`config.mk`:
```
export PLATFORM = sky130hd
export DESIGN_NAME = lc3_regfile_sb
export DESIGN_NICKNAME = d
export VERILOG_FILES = /design/src/rtl/lc3_pkg.sv /design/src/rtl/lc3_scoreboard.sv /design/src/rtl/lc3_regfile_sb.sv
export SDC_FILE = /design/constraint.sdc
export NUM_CORES = 1
export LEC_CHECK = 0
export ABC_CLOCK_PERIOD_IN_PS = 2150
export BUFFER_PORTS_ARGS = -buffer_cell sky130_fd_sc_hd__buf_2
export CELL_PAD_IN_SITES_DETAIL_PLACEMENT = 0
export CELL_PAD_IN_SITES_GLOBAL_PLACEMENT = 1
export CORE_MARGIN = 3
export CORE_UTILIZATION = 40
export CTS_CLUSTER_SIZE = 40
export DETAILED_ROUTE_END_ITERATION = 12
export PLACE_DENSITY = 0.65
export SLEW_MARGIN = 20
export SYNTH_ARGS = -nofsm -noshare
export SYNTH_HDL_FRONTEND = slang
export SYNTH_HIERARCHICAL = 1
export SYNTH_SLANG_ARGS = --single-unit
export TNS_END_PERCENT = 10
```
`constraint.sdc`:
```
create_clock -name clk -period 2.15 [get_ports clk]
set_input_delay 0.215 -clock clk [delete_from_list [all_inputs] [get_ports clk]]
set_output_delay 0.215 -clock clk [all_outputs]
set_load 0.03 [all_outputs]
```
`src/rtl/lc3_pkg.sv`:
```
// Shared LC-3 datapath types and helpers: default widths, NZP condition-code
// encoding and the flag computation reused by the ALU/PSR logic.
package lc3_pkg;

  localparam int LC3_DATA_W   = 16;
  localparam int LC3_NUM_REGS = 8;

  // {N,Z,P}; exactly one bit is set at any time.
  typedef logic [2:0] cc_t;

  localparam cc_t CC_Z = 3'b010;

  function automatic cc_t calc_nzp(input logic [LC3_DATA_W-1:0] data);
    logic neg;
    logic zero;
    neg  = data[LC3_DATA_W-1];
    zero = (data == '0);
    return {neg, zero, !neg && !zero};
  endfunction

endpackage

```
`src/rtl/lc3_scoreboard.sv`:
```
// Busy scoreboard for in-flight destination registers: tracks which registers
// have a pending producer, gates new allocations and keeps a running count.
module lc3_scoreboard #(
  parameter  int NUM_REGS = 8,
  localparam int ADDR_W   = $clog2(NUM_REGS)
) (
  input  logic                clk,
  input  logic                rst,
  input  logic                alloc_en,
  input  logic [ADDR_W-1:0]   alloc_addr,
  input  logic                wr_en,
  input  logic [ADDR_W-1:0]   wr_addr,
  input  logic                flush,
  output logic                alloc_ready,
  output logic [NUM_REGS-1:0] busy_vec,
  output logic [ADDR_W:0]     pend_cnt
);

  logic [NUM_REGS-1:0] busy_q, busy_d;
  logic [ADDR_W:0]     cnt_q, cnt_d;
  logic                alloc_take;
  logic                cnt_inc;
  logic                cnt_dec;

  // A same-cycle writeback frees the slot, so a busy target can be re-allocated.
  assign alloc_ready = !flush && (!busy_q[alloc_addr] || (wr_en && wr_addr == alloc_addr));
  assign alloc_take  = alloc_en && alloc_ready;

  // A writeback only decrements when its clear is not overridden by a new producer.
  assign cnt_inc = alloc_take && !busy_q[alloc_addr];
  assign cnt_dec = wr_en && busy_q[wr_addr] && !(alloc_take && alloc_addr == wr_addr);

  // NOTE: combinational next-state uses blocking '=' with a full default first,
  // so no path leaves busy_d unassigned and no latch is inferred.
  always_comb begin
    busy_d = busy_q;
    if (wr_en)      busy_d[wr_addr]    = 1'b0;
    if (alloc_take) busy_d[alloc_addr] = 1'b1;
    if (flush)      busy_d             = '0;
  end

  always_comb begin
    cnt_d = cnt_q + (ADDR_W+1)'(cnt_inc) - (ADDR_W+1)'(cnt_dec);
    if (flush) cnt_d = '0;
  end

  // NOTE: sequential state uses non-blocking '<=' so every flop samples
  // pre-edge values regardless of block ordering.
  always_ff @(posedge clk or negedge rst) begin
    if (!rst) begin
      busy_q <= '0;
      cnt_q  <= '0;
    end else begin
      busy_q <= busy_d;
      cnt_q  <= cnt_d;
    end
  end

  assign busy_vec = busy_q;
  assign pend_cnt = cnt_q;

endmodule

```
`src/rtl/lc3_regfile_sb.sv`:
```
// LC-3 general-purpose register file with write-to-read bypass, a busy
// scoreboard for pending destinations and the NZP condition-code register.
module lc3_regfile_sb
  import lc3_pkg::*;
#(
  parameter  int DATA_W   = LC3_DATA_W,
  parameter  int NUM_REGS = LC3_NUM_REGS,
  parameter  int NUM_RD   = 3,
  localparam int ADDR_W   = $clog2(NUM_REGS)
) (
  input  logic                     clk,
  input  logic                     rst,
  input  logic [NUM_RD*ADDR_W-1:0] rd_addr,
  output logic [NUM_RD*DATA_W-1:0] rd_data,
  output logic [NUM_RD-1:0]        rd_busy,
  input  logic                     wr_en,
  input  logic [ADDR_W-1:0]        wr_addr,
  input  logic [DATA_W-1:0]        wr_data,
  input  logic                     cc_ld,
  input  logic                     alloc_en,
  input  logic [ADDR_W-1:0]        alloc_addr,
  output logic                     alloc_ready,
  input  logic                     flush,
  output logic [NUM_REGS-1:0]      busy_vec,
  output logic [ADDR_W:0]          pend_cnt,
  output logic [2:0]               cc
);

  logic [DATA_W-1:0]     regs_q [NUM_REGS];
  cc_t                   cc_q;
  logic [LC3_DATA_W-1:0] nzp_word;

  // NOTE: the array is architecturally visible after reset, so it sits in
  // flops with an explicit async clear rather than in an unreset RAM.
  always_ff @(posedge clk or negedge rst) begin
    if (!rst) begin
      for (int r = 0; r < NUM_REGS; r++) regs_q[r] <= '0;
    end else if (wr_en) begin
      regs_q[wr_addr] <= wr_data;
    end
  end

  // Fold any DATA_W onto the shared helper: keeps sign and non-zero-ness,
  // which is all NZP depends on.
  assign nzp_word = {wr_data[DATA_W-1], {(LC3_DATA_W-2){1'b0}}, |wr_data};

  always_ff @(posedge clk or negedge rst) begin
    if (!rst)                cc_q <= CC_Z;
    else if (wr_en && cc_ld) cc_q <= calc_nzp(nzp_word);
  end

  assign cc = cc_q;

  for (genvar k = 0; k < NUM_RD; k++) begin : g_rd
    logic [ADDR_W-1:0] addr;
    logic              hit;
    assign addr = rd_addr[k*ADDR_W +: ADDR_W];
    assign hit  = wr_en && (wr_addr == addr);
    assign rd_data[k*DATA_W +: DATA_W] = hit ? wr_data : regs_q[addr];
    assign rd_busy[k] = busy_vec[addr] && !hit;
  end

  lc3_scoreboard #(
    .NUM_REGS (NUM_REGS)
  ) u_scoreboard (
    .clk         (clk),
    .rst         (rst),
    .alloc_en    (alloc_en),
    .alloc_addr  (alloc_addr),
    .wr_en       (wr_en),
    .wr_addr     (wr_addr),
    .flush       (flush),
    .alloc_ready (alloc_ready),
    .busy_vec    (busy_vec),
    .pend_cnt    (pend_cnt)
  );

endmodule
```
Yosys cells after proc, flatten, opt, wreduce, memory -nomap -nowiden:

Index checks and enable logic that the tools add are counted.

* add/sub/neg operators: 2
* $mul: 0
* divide/modulo/power cells: 0
* magnitude comparators: 12
* equal/unequal tests: 5
* shifts and indexed selects: 0
* muxes and demuxes: 33
* bitwise operators: 7
* reductions and logical operators: 29

Operator list (number)
* $mux 16: 10
* $bmux 16 s3: 3
* $bwmux 128: 1
* $demux 16 s3: 1
* $mux 8: 3
* $lt 3x4->1 const B: 5
* $logic_and 1x1->1: 18
* $ge 4x4->1 const B: 4
* $logic_not 16->1: 1
* $not 3->4: 4
* $reduce_or 16->1: 1
* $bmux 1 s3: 5
* $eq 3x3->1: 5
* $and 8x8->8: 1
* $logic_not 1->1: 8
* $not 8->8: 1
* $or 8x8->8: 1
* $mux 1: 7
* $demux 1 s3: 2
* $ge 3x1->1 const B: 2
* $add 4x1->4: 1
* $lt 4x1->1 const B: 1
* $mux 4: 1
* $sub 4x1->4: 1
* $logic_or 1x1->1: 1

* flip-flop bits (word level): 143
* bits in latches: 0
* RAM bits: 0
* ROM bits: 0
* input port bits: 37
* memories: 0

Longest topological paths before layout:

Gate-level depths: netlist (run 1).

* depth after elaboration: 11
* gate-level depth with buffers: 11
* gate-level depth less buffers: 10

Modules after synthesis:

Netlist (run 1), hierarchy kept.

By module, submodules not included
* lc3_regfile_sb: times used 1, cells an instance 557, area each 9197.6 µm², sequential area each 3279.4 µm²
* lc3_scoreboard: times used 1, cells an instance 79, area each 872.1 µm², sequential area each 300.3 µm²

Least setup slack after synthesis (run 1):

Ideal clock, no wire load.

* path kind: reg2reg
* from: register u_scoreboard.busy_q[7] (netlist: u_scoreboard/busy_vec[7])
* to: register u_scoreboard.cnt_q[2] (netlist: u_scoreboard/pend_cnt[2])
* arrival time: 2.298 ns
* required time: 2.031 ns
* slack: -0.266 ns
* cell stages (with the launch flop): 10
* clock period less this slack: 2.416 ns
* cell sequence: dfrtp_1 mux4_2 mux2i_1 a211oi_1 ha_1 inv_1 ha_1 fa_1 xnor2_1 nor2_1

* longest elaborated chain between the ends: 11

RTL lines
* start: declaration: line lc3_scoreboard.sv:19 `logic [NUM_REGS-1:0] busy_q, busy_d;`
* start signal: assignment: line lc3_scoreboard.sv:54 `busy_q <= busy_d;`
* parallel branches: the longest is 9 deep, another holds $add 4x1->4
* $sub 4x1->4 (*): line lc3_scoreboard.sv:43 `cnt_d = cnt_q + (ADDR_W+1)'(cnt_inc) - (ADDR_W+1)'(cnt_dec);`
* $mux 4 (*): line lc3_scoreboard.sv:44 `if (flush) cnt_d = '0;`
* net u_scoreboard.cnt_d[2]: line lc3_scoreboard.sv:20 `logic [ADDR_W:0] cnt_q, cnt_d;`
* end signal: assignment: line lc3_scoreboard.sv:55 `cnt_q <= cnt_d;`
* end: declaration: line lc3_scoreboard.sv:20

Mark *: on every way through the listed nets, which the timed path passes. The select of a mux whose other input is x is not followed.
A chain may end at the register's enable or synchronous reset.

Worst setup path in the final report (run 1):

* from: register u_scoreboard.busy_q[7] (netlist: u_scoreboard/busy_vec[7])
* to: register u_scoreboard.cnt_q[1] (netlist: u_scoreboard/pend_cnt[1])

Same word-level chain as after synthesis.

==> metrics.cfg, run 1 <==
[setup_path]
reg2reg_depth=8
rr_startpoint=u_scoreboard/busy_vec[7]
cp_slowest_cell=fa_2
cp_max_fo=3
start_kind=flip-flop
critPathBufInv=1
end_kind=flip-flop
startpoint=u_scoreboard/busy_vec[7]
slowest_delay_ps=510
cp_top_family=adder cells
r2r_setup_slack_ps=-140
critical_path_class=flip-flop to flip-flop
crit_cells=8
cp_data_required_time_ps=2520
cp_data_arrival_time_ps=2660
crit_top_cell=ha_4
r2r-end=u_scoreboard/pend_cnt[1]
path_cells=mux4_2, mux2i_2, a211oi_2, ha_4, inv_2, ha_4, fa_2, nor2b_4

[finish]
insertedDiodeCount=0
nNetsFinal=814
utilization_pct=49.8
multi_input_area_sq_mm=0.00600
area_growth_syn_to_layout_pct=21.3
fillers=2125
layout_common_cells=mux2_2, dfrtp_1, mux4_2, mux2_4, buf_4
fin_cells=1107
drive_above_1_share_pct=72.5
finish.instance_area_sq_mm=0.0122
mostFrequentLayoutCell=mux2_2
seqCellArea_sq_mm=0.00359

[pwr]
switchingPower_w=0.00354
swShare_pct=32.2
ir_drop_mv=0.466
power_frac_clock_pct=25.7
seqPwrFrac_pct=35.2
power_density_mw_per_mm2=900
p_leak_nw=5.25
p_comb_share_pct=39.1
p_int_w=0.00745

[global_routing]
grt_use_total_pct=22.1
grt_pass1_vias=7235
grt_pass1_wl_um=44600
grt_overflow=0
grt_max_degree=50
antenna_found_initial=0

[floorplan]
ios=104
dieArea_sq_mm=0.0271
row_count=57
fp.coreArea_sq_mm=0.0245
initial_utilization_pct=41.0
die_h_um=165
die_w_um=165

[timing]
rsz0062_at_grt=yes
period_minus_slack_ps=2290
hold_viol=0
relSlewSlack_pct=59.7
postLayoutSetupSlackWorst_ps=-141
period_share_pct=107
worstMarginPinSlew_ps=598
max_freq_ghz=0.437
final_max_slew_viol_count=0
setup_viol=54
skew_ps=5.84

[routing]
vias_per_cell=6.06
ant_nets=0
avgRoutedWirePerCell_um=26.3
wirelength_um=29200
vias=6713
first_iter_violations=550
drt_first_pass_iters=5
drcViolationCount=0

[clocking]
root_buffer=clkbuf_16
clockBufferDepth=2
cts_made_buffers=17
cts_sinks=143
worstSkewPairLatency_ps=430
clk_pin_slew_ps=60
cts_tree=built
h-tree-depth=4

[placement]
place.port_buffers=103
placed_cell_area_sq_mm=0.0113
gp_congestion=0.816
place_hpwl_um=19400
dpl.cell_count=1071

[worst_hold_path]
hold_path_end=u_scoreboard/pend_cnt[1]
hp-start=flush
min_path_cells=2
hp-class=primary input to flip-flop

[yosys]
synth_area_sq_mm=0.0101
yosys_warnings=6
ys_ff_latch=143
async_reset_ff_share_pct=100
syn-num-nets=678
yosysTopAreaCell=dfrtp_1
yosysTopAreaCellShare_pct=35.3
synth_edf_count=0
syn_avg_cell_area_sq_um=15.8
ys_top_cells_by_area=dfrtp_1, mux4_1, mux2_2
synthFlopType=dfrtp_1
yosysUniqueCellTypes=42
postSynthCellCount=636
ys_seq_area_share_pct=35.5

[flow_run]
maxCapViolCount=0

[status]
violations=negative setup slack
status=finished with violations

==> worst reg2reg max path: stages, from the launching register on <==
cell,delay [ps]
dfrtp_2,420
mux4_2,480
mux2i_2,170
a211oi_2,70
ha_4,280
inv_2,40
ha_4,150
fa_2,510
nor2b_4,120
==> flip-flops by register name, summed over array words and instances, names as in the netlist <==
register and count:
u_scoreboard/pend_cnt 4, u_scoreboard/busy_vec 8, cc 3, regs_q 128
==> power groups by stage <==
stage	Clock [W]	Combinational (W)	Sequential (W)
3_5_place_dp	0	0.00359	0.00379
3_3_place_gp	0	0.00352	0.00372
6_report	0.00283	0.00430	0.00387
5_1_grt	0.00300	0.00454	0.00393
2_1_floorplan	0	0.00272	0.00364
4_1_cts	0.00288	0.00416	0.00382
==> synth_stat cells (2+ instances only) <==
cell / count
nand2_1: 7
nor3b_2: 2
o311ai_0: 2
clkbuf_1: 28
mux2i_1: 5
nor2b_1: 3
o211ai_1: 6
nor3_2: 2
ha_1: 4
mux2_2: 213
and2_1: 3
nand4_1: 5
nor2_1: 5
nand3b_1: 2
mux4_1: 98
xnor2_1: 11
o31ai_1: 8
xor2_1: 4
nor4_1: 4
dfrtp_1: 142
or2b_2: 2
buf_6: 16
mux2_4: 15
buf_2: 13
mux4_2: 7
inv_1: 7
buf_4: 5
nand4b_1: 3
==> layout make-up <==
| cell class | count | area share [%] |
|---|---|---|
| tap | 324 | 3.32 |
| sequential | 143 | 29.4 |
| clock inverter | 9 | 0.707 |
| multi-input combinational | 422 | 49.2 |
| timing repair buffer | 181 | 13.4 |
| inverter | 7 | 0.215 |
| clock buffer | 21 | 3.85 |
==> metrics by stage <==
step	hold slack (ps)	setup TNS, ps	setup slack, ps	total power [W]
floorplan	-80.6	-361	-164	0.00635
global placement	186	-511	-209	0.00724
detailed placement	197	-554	-232	0.00738
CTS	35.3	-5010	-167	0.0109
global route	60.4	-7020	-222	0.0115
finish	59.0	-4020	-141	0.0110
==> repair_timing <==
| action | CTS | global route |
|---|---|---|
| gates resized for setup | 214 | 60 |
| buffers inserted | 4 | 1 |
| hold buffers | 1 | 0 |
| endpoints found under the hold margin | 45 | 0 |
| gates cloned | 0 | 0 |
| endpoints found under the setup margin | 54 | 55 |
| pin swaps | 1 | 6 |
==> layer usage <==
metal  GRT usage [%]  share of wire [%]
met5               0                  0
met4            6.21                1.9
met3            5.54                6.5
met2            36.8                 50
met1            28.7                 41
==> how the worst max path moves through the flow <==
stage | to | slack (ps)
detailed placement | u_scoreboard/pend_cnt[1] | -230
floorplan | u_scoreboard/pend_cnt[1] | -160
CTS | u_scoreboard/pend_cnt[1] | -170
finish | u_scoreboard/pend_cnt[1] | -140
global placement | u_scoreboard/pend_cnt[1] | -210
global route | u_scoreboard/pend_cnt[1] | -220
==> logic make-up after synthesis <==
| family | share of synthesized area, % |
|---|---|
| xor gates and xnor gates | 1.30 |
| AOI/OAI and AO/OA | 1.71 |
| and+or+nand+nor | 2.76 |
| buffers and inverters | 4.29 |
| adders and majority gates | 0.696 |
| DFF | 35.5 |
| muxes | 53.7 |
No activity file was read; power rests on OpenSTA's default activity.
==> run 2, diff against run 1 <==
--- a/config.mk
+++ b/config.mk
@@ -14,6 +14,7 @@
 export CTS_CLUSTER_SIZE = 40
 export DETAILED_ROUTE_END_ITERATION = 12
 export PLACE_DENSITY = 0.65
+export SETUP_SLACK_MARGIN = 0.4
 export SLEW_MARGIN = 20
 export SYNTH_ARGS = -nofsm -noshare
 export SYNTH_HDL_FRONTEND = slang
==> run 2 against run 1 <==
  * Worst setup slack got worse by 11 ps
  * Via count decreased by 0.82%
  * Count of clock-buffer cells in the layout decreased by 1
  * Die area unchanged
  * Sequential power about the same
  * The run still ends with negative setup slack left
  * Global-route usage decreased by 0.11 points
  * Critical endpoint unchanged
==> metrics.cfg, run 2 (synthesized netlist as in run 1, its figures left out) <==
[floorplan]
die_h_um=165
die_w_um=165
row_count=57
fp.coreArea_sq_mm=0.0245
ios=104
initial_utilization_pct=41.0
dieArea_sq_mm=0.0271

[global_routing]
grt_pass1_vias=7140
grt_max_degree=66
grt_pass1_wl_um=44500
antenna_found_initial=0
grt_overflow=0
grt_use_total_pct=22.0

[pwr]
ir_drop_mv=0.512
finalPower_w=0.0110
p_leak_nw=5.29
power_density_mw_per_mm2=901

[finish]
mostFrequentLayoutCell=mux2_2
layout_common_cells=mux2_2, dfrtp_1, mux4_2, mux2_4, buf_6
nNetsFinal=812
largest_register_ff_count=128
fillers=2165
utilization_pct=50.0
top_register=regs_q
drive_above_1_share_pct=71.8
insertedDiodeCount=0
area_growth_syn_to_layout_pct=21.8

[setup_path]
cp_data_arrival_time_ps=2610
start_kind=flip-flop
slowest_delay_ps=470
critical_path_class=flip-flop to flip-flop
cp_data_required_time_ps=2460
cp_max_fo=2
cp_slowest_cell=mux4_2
end_kind=flip-flop
critPathBufInv=1
path_cells=mux4_2, mux2i_1, a211oi_1, ha_1, inv_2, ha_4, fa_2, nor2b_2
cp_top_family=adder cells

[routing]
avgRoutedWirePerCell_um=26.2
wirelength_um=29000
first_iter_violations=426
ant_nets=0
drcViolationCount=0
vias_per_cell=6.03
drt_first_pass_iters=5
vias=6658

[timing]
postLayoutSetupSlackWorst_ps=-151
setup_viol=55
period_share_pct=107
final_max_slew_viol_count=0
max_freq_ghz=0.435
period_minus_slack_ps=2300
worstMarginPinSlew_ps=651
rsz0062_at_grt=yes
skew_ps=4.56
hold_viol=0
tns_ps=-3610
relSlewSlack_pct=56.2

[placement]
gp_congestion=0.811
place_hpwl_um=19200
place.port_buffers=103

[clocking]
worstSkewPairLatency_ps=420
cts_sinks=143
cts_tree=built
h-tree-depth=4
clockBufferDepth=2
root_buffer=clkbuf_16
clk_pin_slew_ps=60
cts_made_buffers=17

[status]
violations=negative setup slack
status=finished with violations

[flow_run]
maxCapViolCount=0

[worst_hold_path]
hp-class=primary input to flip-flop

run 2: cell count changes in the layout (fill, tap and decap cells not counted), moves of 2 or more:
cell and delta:
buf_12 +2, buf_4 -11, buf_6 +8, clkinv_4 -2, mux2_2 -6, mux2_4 +6
mux2i_1 +2, mux2i_2 -2
run 2: area by class of cell:
cell class | count | area (sq um) | share of cell area (%)
clock buffers | 20 | 457 | 3.72
clock inverters | 10 | 113 | 0.918
inverters | 7 | 26.3 | 0.214
multi-input cells | 422 | 6000 | 48.9
flip-flops and latches | 143 | 3590 | 29.3
well taps | 324 | 405 | 3.31
repair buffers | 179 | 1670 | 13.7
run 2: final timing paths:
kind,from,to,slack [ps],cells after the start
max in group asynchronous,rst,cc[1],1090,3
max,u_scoreboard/busy_vec[7],u_scoreboard/pend_cnt[1],-150,8
min,flush,u_scoreboard/pend_cnt[1],60,2
min reg2reg,cc[1],cc[1],500,2
max reg2reg,u_scoreboard/busy_vec[7],u_scoreboard/pend_cnt[1],-150,8
min in group asynchronous,rst,u_scoreboard/pend_cnt[2],360,2
run 2: report_power, final:
| part | leakage [nW] | switching (W) | total (W) | internal (W) |
|---|---|---|---|---|
| clock | 0.278 | 0.00115 | 0.00290 | 0.00176 |
| sequential | 1.72 | 0.000586 | 0.00384 | 0.00325 |
| combinational | 3.29 | 0.00177 | 0.00430 | 0.00254 |
| total | 5.29 | 0.00350 | 0.0110 | 0.00754 |
run 2: per-stage QoR:
stage | setup slack, ps | std cells | instance area (sq um) | hold slack [ps]
floorplan | -153 | 636 | 10100 | -80.6
global placement | -144 | 1071 | 11400 | 251
detailed placement | -165 | 1071 | 11400 | 252
CTS | -173 | 1105 | 12200 | 54.6
global route | -252 | 1105 | 12300 | 57.2
finish | -151 | 1105 | 12300 | 60.4
run 2: layer usage:
| layer | vias up | part of all wire, % | global-route usage [%] |
|---|---|---|---|
| met5 | - | 0 | 0 |
| met4 | 0 | 1.5 | 5.76 |
| met3 | 40 | 6.1 | 3.64 |
| met2 | 280 | 51 | 37.2 |
| met1 | 3549 | 42 | 29.5 |
| li1 | 2789 | - | - |
run 2: repair_timing:
action                                  CTS  global route
cloned                                    0             0
hold buffers                              1             0
setup buffers                             3             0
endpoints found under the setup margin   57            63
hold endpoints to repair                 61             0
resized for setup                       236            42
pin swaps                                 2             1
